$ cat config.mk
export PLATFORM = sky130hd
export DESIGN_NAME = cia_intc_flat
export DESIGN_NICKNAME = d
export VERILOG_FILES = /design/src/rtl/cia_intc_pkg.sv /design/src/rtl/cia_intc_if.sv /design/src/rtl/cia_intc_src_delay.sv /design/src/rtl/cia_intc.sv /design/src/flat_wrapper.sv
export SDC_FILE = /design/constraint.sdc
export NUM_CORES = 1
export LEC_CHECK = 0
export CORE_UTILIZATION = 41
export CTS_BUF_LIST = sky130_fd_sc_hd__clkbuf_4 sky130_fd_sc_hd__clkbuf_8
export CTS_CLUSTER_SIZE = 30
export DETAILED_ROUTE_END_ITERATION = 6
export PLACE_DENSITY = 0.77
export SLEW_MARGIN = 25
export SYNTH_ARGS = -nofsm -noshare
export SYNTH_HDL_FRONTEND = slang
export SYNTH_SLANG_ARGS = --single-unit
$ cat constraint.sdc
create_clock -name clk -period 1.3 [get_ports clk]
set_input_delay 0.195 -clock clk [delete_from_list [all_inputs] [get_ports clk]]
set_output_delay 0.195 -clock clk [all_outputs]
set_load 0.02 [all_outputs]
$ cat src/rtl/cia_intc_pkg.sv
// Package cia: shared types and constants for the CIA core.
// Contents:
//   model_t      chip model selector (MOS6526 / MOS8521)
//   reg4_t       register address type
//   reg8_t       register data type
//   ICR_ADDR     address of the interrupt control register ($D)
//   ICR_NONE     src_id value meaning "no source pending"
//   icr_phase_t  phase sequencer states of the interrupt controller
package cia;

  typedef enum logic {
    MOS6526 = 1'b0,
    MOS8521 = 1'b1
  } model_t;

  typedef logic [3:0] reg4_t;
  typedef logic [7:0] reg8_t;

  localparam reg4_t      ICR_ADDR = 4'hD;
  localparam logic [2:0] ICR_NONE = 3'd7;

  typedef enum logic [1:0] {
    PH_IDLE = 2'd0,
    PH_P1   = 2'd1,
    PH_P2   = 2'd2
  } icr_phase_t;

endpackage

$ cat src/rtl/cia_intc_if.sv
// Register bus seen by the interrupt controller.
// Signals:
//   rd, we  bus read / write qualifiers
//   addr    register address
//   data    write data
//   regs    ICR readback returned to the bus register mux
// Modports: master (bus side), slave (interrupt controller side).
interface cia_intc_if;

  logic       rd;
  logic       we;
  cia::reg4_t addr;
  cia::reg8_t data;
  cia::reg8_t regs;

  modport master (output rd, we, addr, data, input regs);
  modport slave  (input rd, we, addr, data, output regs);

endinterface

$ cat src/rtl/cia_intc_src_delay.sv
// cia_src_delay: NSRC-wide, DEPTH-deep shift register that models the
// MOS6526 source latency. It advances once per phi2 period.
// Ports:
//   clk   system clock
//   res   asynchronous active-high reset, clears every stage
//   en    shift enable (phi2 falling-edge strobe)
//   din   interrupt source strobes entering stage 0
//   dout  last stage (DEPTH-1)
module cia_src_delay #(
  parameter int NSRC  = 5,
  parameter int DEPTH = 1
) (
  input  logic            clk,
  input  logic            res,
  input  logic            en,
  input  logic [NSRC-1:0] din,
  output logic [NSRC-1:0] dout
);

  logic [NSRC-1:0] stage_r [DEPTH];

  // Shift the source history by one stage per phi2 period.
  always_ff @(posedge clk or posedge res) begin
    if (res) begin
      for (int k = 0; k < DEPTH; k++) begin
        stage_r[k] <= {NSRC{1'b0}};
      end
    end else if (en) begin
      stage_r[0] <= din;
      for (int k = 1; k < DEPTH; k++) begin
        stage_r[k] <= stage_r[k-1];
      end
    end
  end

  assign dout = stage_r[DEPTH-1];

endmodule

$ cat src/rtl/cia_intc.sv
// cia_intc: parametrised interrupt controller for the CIA core.
// Latches up to NSRC sources into flags in phase P1, evaluates the masked
// flags in phase P2 and drives irq_n, a priority-encoded source id and a
// one-clk pulse on every irq 0->1 transition.
// Ports:
//   clk       system clock
//   res       asynchronous active-high reset
//   model     chip model (MOS6526 uses the source delay line)
//   phi2_dn   one-clk strobe marking the phi2 falling edge
//   bus       register bus (rd/we/addr/data in, regs = ICR readback out)
//   sources   interrupt source strobes
//   irq_n     active-low interrupt request
//   src_id    lowest pending masked source, ICR_NONE when none
//   irq_rise  one-clk pulse when irq goes 0->1
module cia_intc
  import cia::*;
#(
  parameter int NSRC      = 5,
  parameter int SRC_DELAY = 1,
  parameter int RS_BUG    = 0
) (
  input  logic             clk,
  input  logic             res,
  input  model_t           model,
  input  logic             phi2_dn,
  cia_intc_if.slave        bus,
  input  logic [NSRC-1:0]  sources,
  output logic             irq_n,
  output logic [2:0]       src_id,
  output logic             irq_rise
);

  // The delay line always has at least one stage; with SRC_DELAY = 0 it is
  // simply never selected.
  localparam int DLY_DEPTH = (SRC_DELAY > 0) ? SRC_DELAY : 1;

  // Lowest set bit index of the pending vector, ICR_NONE when empty.
  function automatic logic [2:0] lowest_set(input logic [NSRC-1:0] v);
    logic [2:0] idx;
    idx = ICR_NONE;
    for (int i = NSRC - 1; i >= 0; i--) begin
      if (v[i]) begin
        idx = 3'(i);
      end
    end
    return idx;
  endfunction

  icr_phase_t      phase_r;
  icr_phase_t      phase_nxt_s;
  logic            in_p1_s;
  logic            p2_go_s;
  logic            rd_flags_r;
  logic [NSRC-1:0] mask_r;
  logic [NSRC-1:0] flags_r;
  logic [NSRC-1:0] flags_nxt_s;
  logic [NSRC-1:0] dly_out_s;
  logic [NSRC-1:0] eff_s;
  logic [NSRC-1:0] pend_s;
  logic            irq_r;
  logic [2:0]      src_id_r;
  logic            irq_rise_r;
  logic [7:0]      regs_s;
  logic            icr_sel_s;
  logic            data_unused_s;

  // Write data bits between NSRC and 6 carry no mask bits.
  assign data_unused_s = ^bus.data;

  assign icr_sel_s = (bus.addr == ICR_ADDR);

  cia_src_delay #(
    .NSRC  (NSRC),
    .DEPTH (DLY_DEPTH)
  ) u_src_delay (
    .clk  (clk),
    .res  (res),
    .en   (phi2_dn),
    .din  (sources),
    .dout (dly_out_s)
  );

  // Phase state register.
  always_ff @(posedge clk or posedge res) begin
    if (res) begin
      phase_r <= PH_IDLE;
    end else begin
      phase_r <= phase_nxt_s;
    end
  end

  // Phase next-state: phi2_dn restarts the sequence from any state.
  always_comb begin
    phase_nxt_s = phase_r;
    if (phi2_dn) begin
      phase_nxt_s = PH_P1;
    end else begin
      case (phase_r)
        PH_IDLE: phase_nxt_s = PH_IDLE;
        PH_P1:   phase_nxt_s = PH_P2;
        PH_P2:   phase_nxt_s = PH_IDLE;
        default: phase_nxt_s = PH_IDLE;
      endcase
    end
  end

  // Phase decode; a P2 interrupted by a new phi2_dn is skipped entirely.
  always_comb begin
    in_p1_s = 1'b0;
    p2_go_s = 1'b0;
    case (phase_r)
      PH_IDLE: begin
        in_p1_s = 1'b0;
        p2_go_s = 1'b0;
      end
      PH_P1: begin
        in_p1_s = 1'b1;
        p2_go_s = 1'b0;
      end
      PH_P2: begin
        in_p1_s = 1'b0;
        p2_go_s = !phi2_dn;
      end
      default: begin
        in_p1_s = 1'b0;
        p2_go_s = 1'b0;
      end
    endcase
  end

  // Effective source vector: delayed only on a MOS6526 with a nonzero delay.
  always_comb begin
    if ((model == MOS6526) && (SRC_DELAY > 0)) begin
      eff_s = dly_out_s;
    end else begin
      eff_s = sources;
    end
  end

  // Flag update rule; RS_BUG decides whether a read-clear beats a new set.
  always_comb begin
    if (RS_BUG != 0) begin
      flags_nxt_s = rd_flags_r ? {NSRC{1'b0}} : (flags_r | eff_s);
    end else begin
      flags_nxt_s = eff_s | (rd_flags_r ? {NSRC{1'b0}} : flags_r);
    end
  end

  assign pend_s = flags_r & mask_r;

  // Bus-side state captured on the phi2 falling edge: read marker and mask.
  always_ff @(posedge clk or posedge res) begin
    if (res) begin
      rd_flags_r <= 1'b0;
      mask_r     <= {NSRC{1'b0}};
    end else if (phi2_dn) begin
      rd_flags_r <= bus.rd && icr_sel_s;
      if (bus.we && icr_sel_s) begin
        if (bus.data[7]) begin
          mask_r <= mask_r | bus.data[NSRC-1:0];
        end else begin
          mask_r <= mask_r & ~bus.data[NSRC-1:0];
        end
      end
    end
  end

  // Interrupt flags latch in P1.
  always_ff @(posedge clk or posedge res) begin
    if (res) begin
      flags_r <= {NSRC{1'b0}};
    end else if (in_p1_s) begin
      flags_r <= flags_nxt_s;
    end
  end

  // irq, source id and rise pulse update in P2. Masking alone never drops
  // irq; only a read (or reset) does.
  always_ff @(posedge clk or posedge res) begin
    if (res) begin
      irq_r      <= 1'b0;
      src_id_r   <= ICR_NONE;
      irq_rise_r <= 1'b0;
    end else begin
      irq_rise_r <= 1'b0;
      if (p2_go_s) begin
        if (rd_flags_r) begin
          irq_r    <= 1'b0;
          src_id_r <= ICR_NONE;
        end else if (|pend_s) begin
          irq_r      <= 1'b1;
          src_id_r   <= lowest_set(pend_s);
          irq_rise_r <= !irq_r;
        end
      end
    end
  end

  // ICR readback: irq in bit 7, flags in the low bits, zeros in between.
  always_comb begin
    regs_s             = 8'h00;
    regs_s[7]          = irq_r;
    regs_s[NSRC-1:0]   = flags_r;
  end

  assign bus.regs = regs_s;
  assign irq_n    = !irq_r;
  assign src_id   = src_id_r;
  assign irq_rise = irq_rise_r;

endmodule

$ cat src/flat_wrapper.sv
// flat-port wrapper written by rule: the top's interface ports become plain ports
module cia_intc_flat import cia::*;
#(
  parameter int NSRC      = 5,
  parameter int SRC_DELAY = 1,
  parameter int RS_BUG    = 0
)
  (clk, res, model, phi2_dn, sources, irq_n, src_id, irq_rise, bus_rd, bus_we, bus_addr, bus_data, bus_regs);
  cia_intc_if bus_i ();
  input  logic clk;
  input  logic res;
  input  model_t model;
  input  logic phi2_dn;
  input  logic [NSRC-1:0] sources;
  output logic irq_n;
  output logic [2:0] src_id;
  output logic irq_rise;
  input wire logic [$bits(bus_i.rd)-1:0] bus_rd;
  input wire logic [$bits(bus_i.we)-1:0] bus_we;
  input wire logic [$bits(bus_i.addr)-1:0] bus_addr;
  input wire logic [$bits(bus_i.data)-1:0] bus_data;
  output wire logic [$bits(bus_i.regs)-1:0] bus_regs;
  assign bus_i.rd = bus_rd;
  assign bus_i.we = bus_we;
  assign bus_i.addr = bus_addr;
  assign bus_i.data = bus_data;
  assign bus_regs = bus_i.regs;
  cia_intc #(.NSRC(NSRC), .SRC_DELAY(SRC_DELAY), .RS_BUG(RS_BUG)) u_core (.clk(clk), .res(res), .model(model), .phi2_dn(phi2_dn), .bus(bus_i), .sources(sources), .irq_n(irq_n), .src_id(src_id), .irq_rise(irq_rise));
endmodule
==> impl_metrics.yaml <==
floorplan:
  rows: 17
  fp.dieW_um: 52.3
  die_h_um: 52.3
  dieArea_um2: 2730
  start_util_pct: 45.1
  ios: 36
  core_area_um2: 2300
logic_synthesis:
  syn_area_um2: 1040
  synth_cell_types: 27
  synth_edf_count: 0
  async_flop_share_pct: 100
  synth_ff_type: "dfrtp_1"
  yosysWarnings: 0
  avgSynthCellArea_um2: 11.3
  yosysSeqAreaShare_pct: 55.9
  synthCells: 92
  ys_ff_latch: 23
critical_path:
  path_max_fanout: 2
  required_ps: 1550
  critPathKind: "flop to flop"
  critPathMaxStageDelay_ps: 410
  arrival_ps: 1630
  cp_top_family: "compound AO/OA/AOI/OAI gates"
  cpMaxStageDelayCell: "dfrtp_1"
  end_kind: "flop"
  cp_cell_sequence: "a22o_1, a211o_1, o21a_1, o22a_1"
  cp-start-kind: "flop"
  cp_num_buf_inv: 0
clock_tree:
  cts_tree: "yes"
  ctsHtreeMaxLevel: 1
  cts_buffer_depth: 2
  clk_latency_ps: 310
  clk_pin_slew_worst_paths_ps: 120
  clkSinkCount: 23
  numCtsBuffers: 3
  clockRootBuffer: "clkbuf_4"
grt:
  antenna_found_initial: 0
  grt_pass1_wl_um: 3590
  track_usage_pct: 18.2
  grt_pass1_vias: 853
  grt-ovfl-total: 0
  grt_max_degree: 24
final_layout:
  diodes: 0
  post-route-util_pct: 63.8
  final_layout_size_suffix_gt1_share_pct: 36.2
  finish.net_count: 162
  mostFrequentLayoutCells: "clkdlybuf4s50_1 (20), dfrtp_1 (16), buf_4 (15), nand2_1 (14), mux2_2 (10)"
  syn_to_final_growth_pct: 41.5
  final_common_cell: "clkdlybuf4s50_1"
  postLayoutCellArea_um2: 1470
sta:
  rsz0062_at_grt: "yes"
  tns_ps: -196
  finClkSkew_ps: 1.98
  fin_crit_sh_pct: 106
  finalSetupViolations: 4
  max_freq_mhz: 722
  slew_viol_final: 0
  setup_slack_ps: -84.3
  min_period_ps: 1380
  hold_violations: 0
routing:
  ant_nets: 0
  vias: 834
  wl_um: 2120
  via_per_inst: 5.02
  drt_iter0_markers: 6
  wl_per_cell_um: 12.7
  first_pass_iters: 4
  drc: 0
power_and_ir_drop:
  leakage_nw: 0.677
  cellPowerDensity_nw_per_um2: 1260
  vdd_ir_drop_max_mv: 0.918
placement:
  port_buffers: 31
  hpwl_um: 1660
  gp_congestion: 0.828
  place_area_um2: 1460
  dp_slack_ps: -345
min_path:
  min_path_type: "primary input to async pin"
status:
  violations: "negative setup slack"
  status: "complete, but fails checks"
run:
  maxCapViolations: 0
[cell families after synthesis]
group	count (synthesis)	synth area share (%)
other cells	1	0.362
mux	15	15.7
buf+inv	8	4.11
compound gates	21	12.9
flops	23	55.9
simple gates	24	11.0
[routing by layer]
metal  vias up  routed length, um  track usage [%]
met5         -                  0                0
met4         0                 76             10.1
met3         7                131             2.90
met2        31               1010             31.8
met1       384                895             21.1
li1        412                  -                -
[what timing repair did]
item                       in CTS  in global routing
gates cloned                    0                  0
pin swaps                       2                  0
resized for setup              35                  7
hold buffers                    0                  0
setup endpoints to repair      14                  9
buffers inserted                2                  0
[cells in the mapped netlist, drive strengths merged, types with 2 or more instances]
master,n,area (um2)
o21ai,9,45.0
dfrtp,20,500
mux2,10,113
inv,3,11.3
nor2,3,11.3
nand2,14,52.6
a21oi,3,15.0
a22o,2,17.5
mux2i,5,50.1
buf,4,27.5
o21a,2,15.0
dfstp,3,78.8
[worst register-to-register path, delay by kind of cell, from the launching register on]
family	cells	cell delay (ps)
DFF	1	410
AOI/OAI and AO/OA	4	920
[metrics by stage]
step / instances / power [mW] / hold slack [ps]
global route: 166 / 1.96 / 224
floorplan: 93 / 1.26 / 194
global placement: 160 / 1.54 / 463
detailed placement: 160 / 1.56 / 471
finish: 166 / 1.85 / 207
CTS: 166 / 1.88 / 209
[worst paths after layout]
check	from	end	slack [ps]	depth (start not counted)
min in group clk	u_core.irq_r	u_core.irq_rise	500	1
worst max register to register	flop	u_core.src_id[0]	-80	4
worst min-delay path	res	u_core.u_src_delay.dout[0]	210	3
max in group asynchronous	res	u_core.src_id[0]	810	3
worst max-delay path	flop	u_core.src_id[0]	-80	4
worst min register to register	u_core.irq_r	u_core.irq_rise	500	1
[area by class of cell]
cell class | count | area (um2)
fill | 191 | 831
tap | 28 | 35.0
timing repair buffer | 46 | 377
sequential | 23 | 584
inverter | 3 | 11.3
clock buffer | 4 | 30.0
multi-input combinational | 62 | 429
[power by group]
part           switching (mW)  leakage, nW  total [mW]  internal [mW]
combinational           0.280        0.394       0.582          0.302
clock                   0.205       0.0184       0.346          0.141
sequential             0.0738        0.264       0.928          0.854
total                   0.559        0.677        1.85           1.30
No activity file was read; power rests on OpenSTA's default activity.
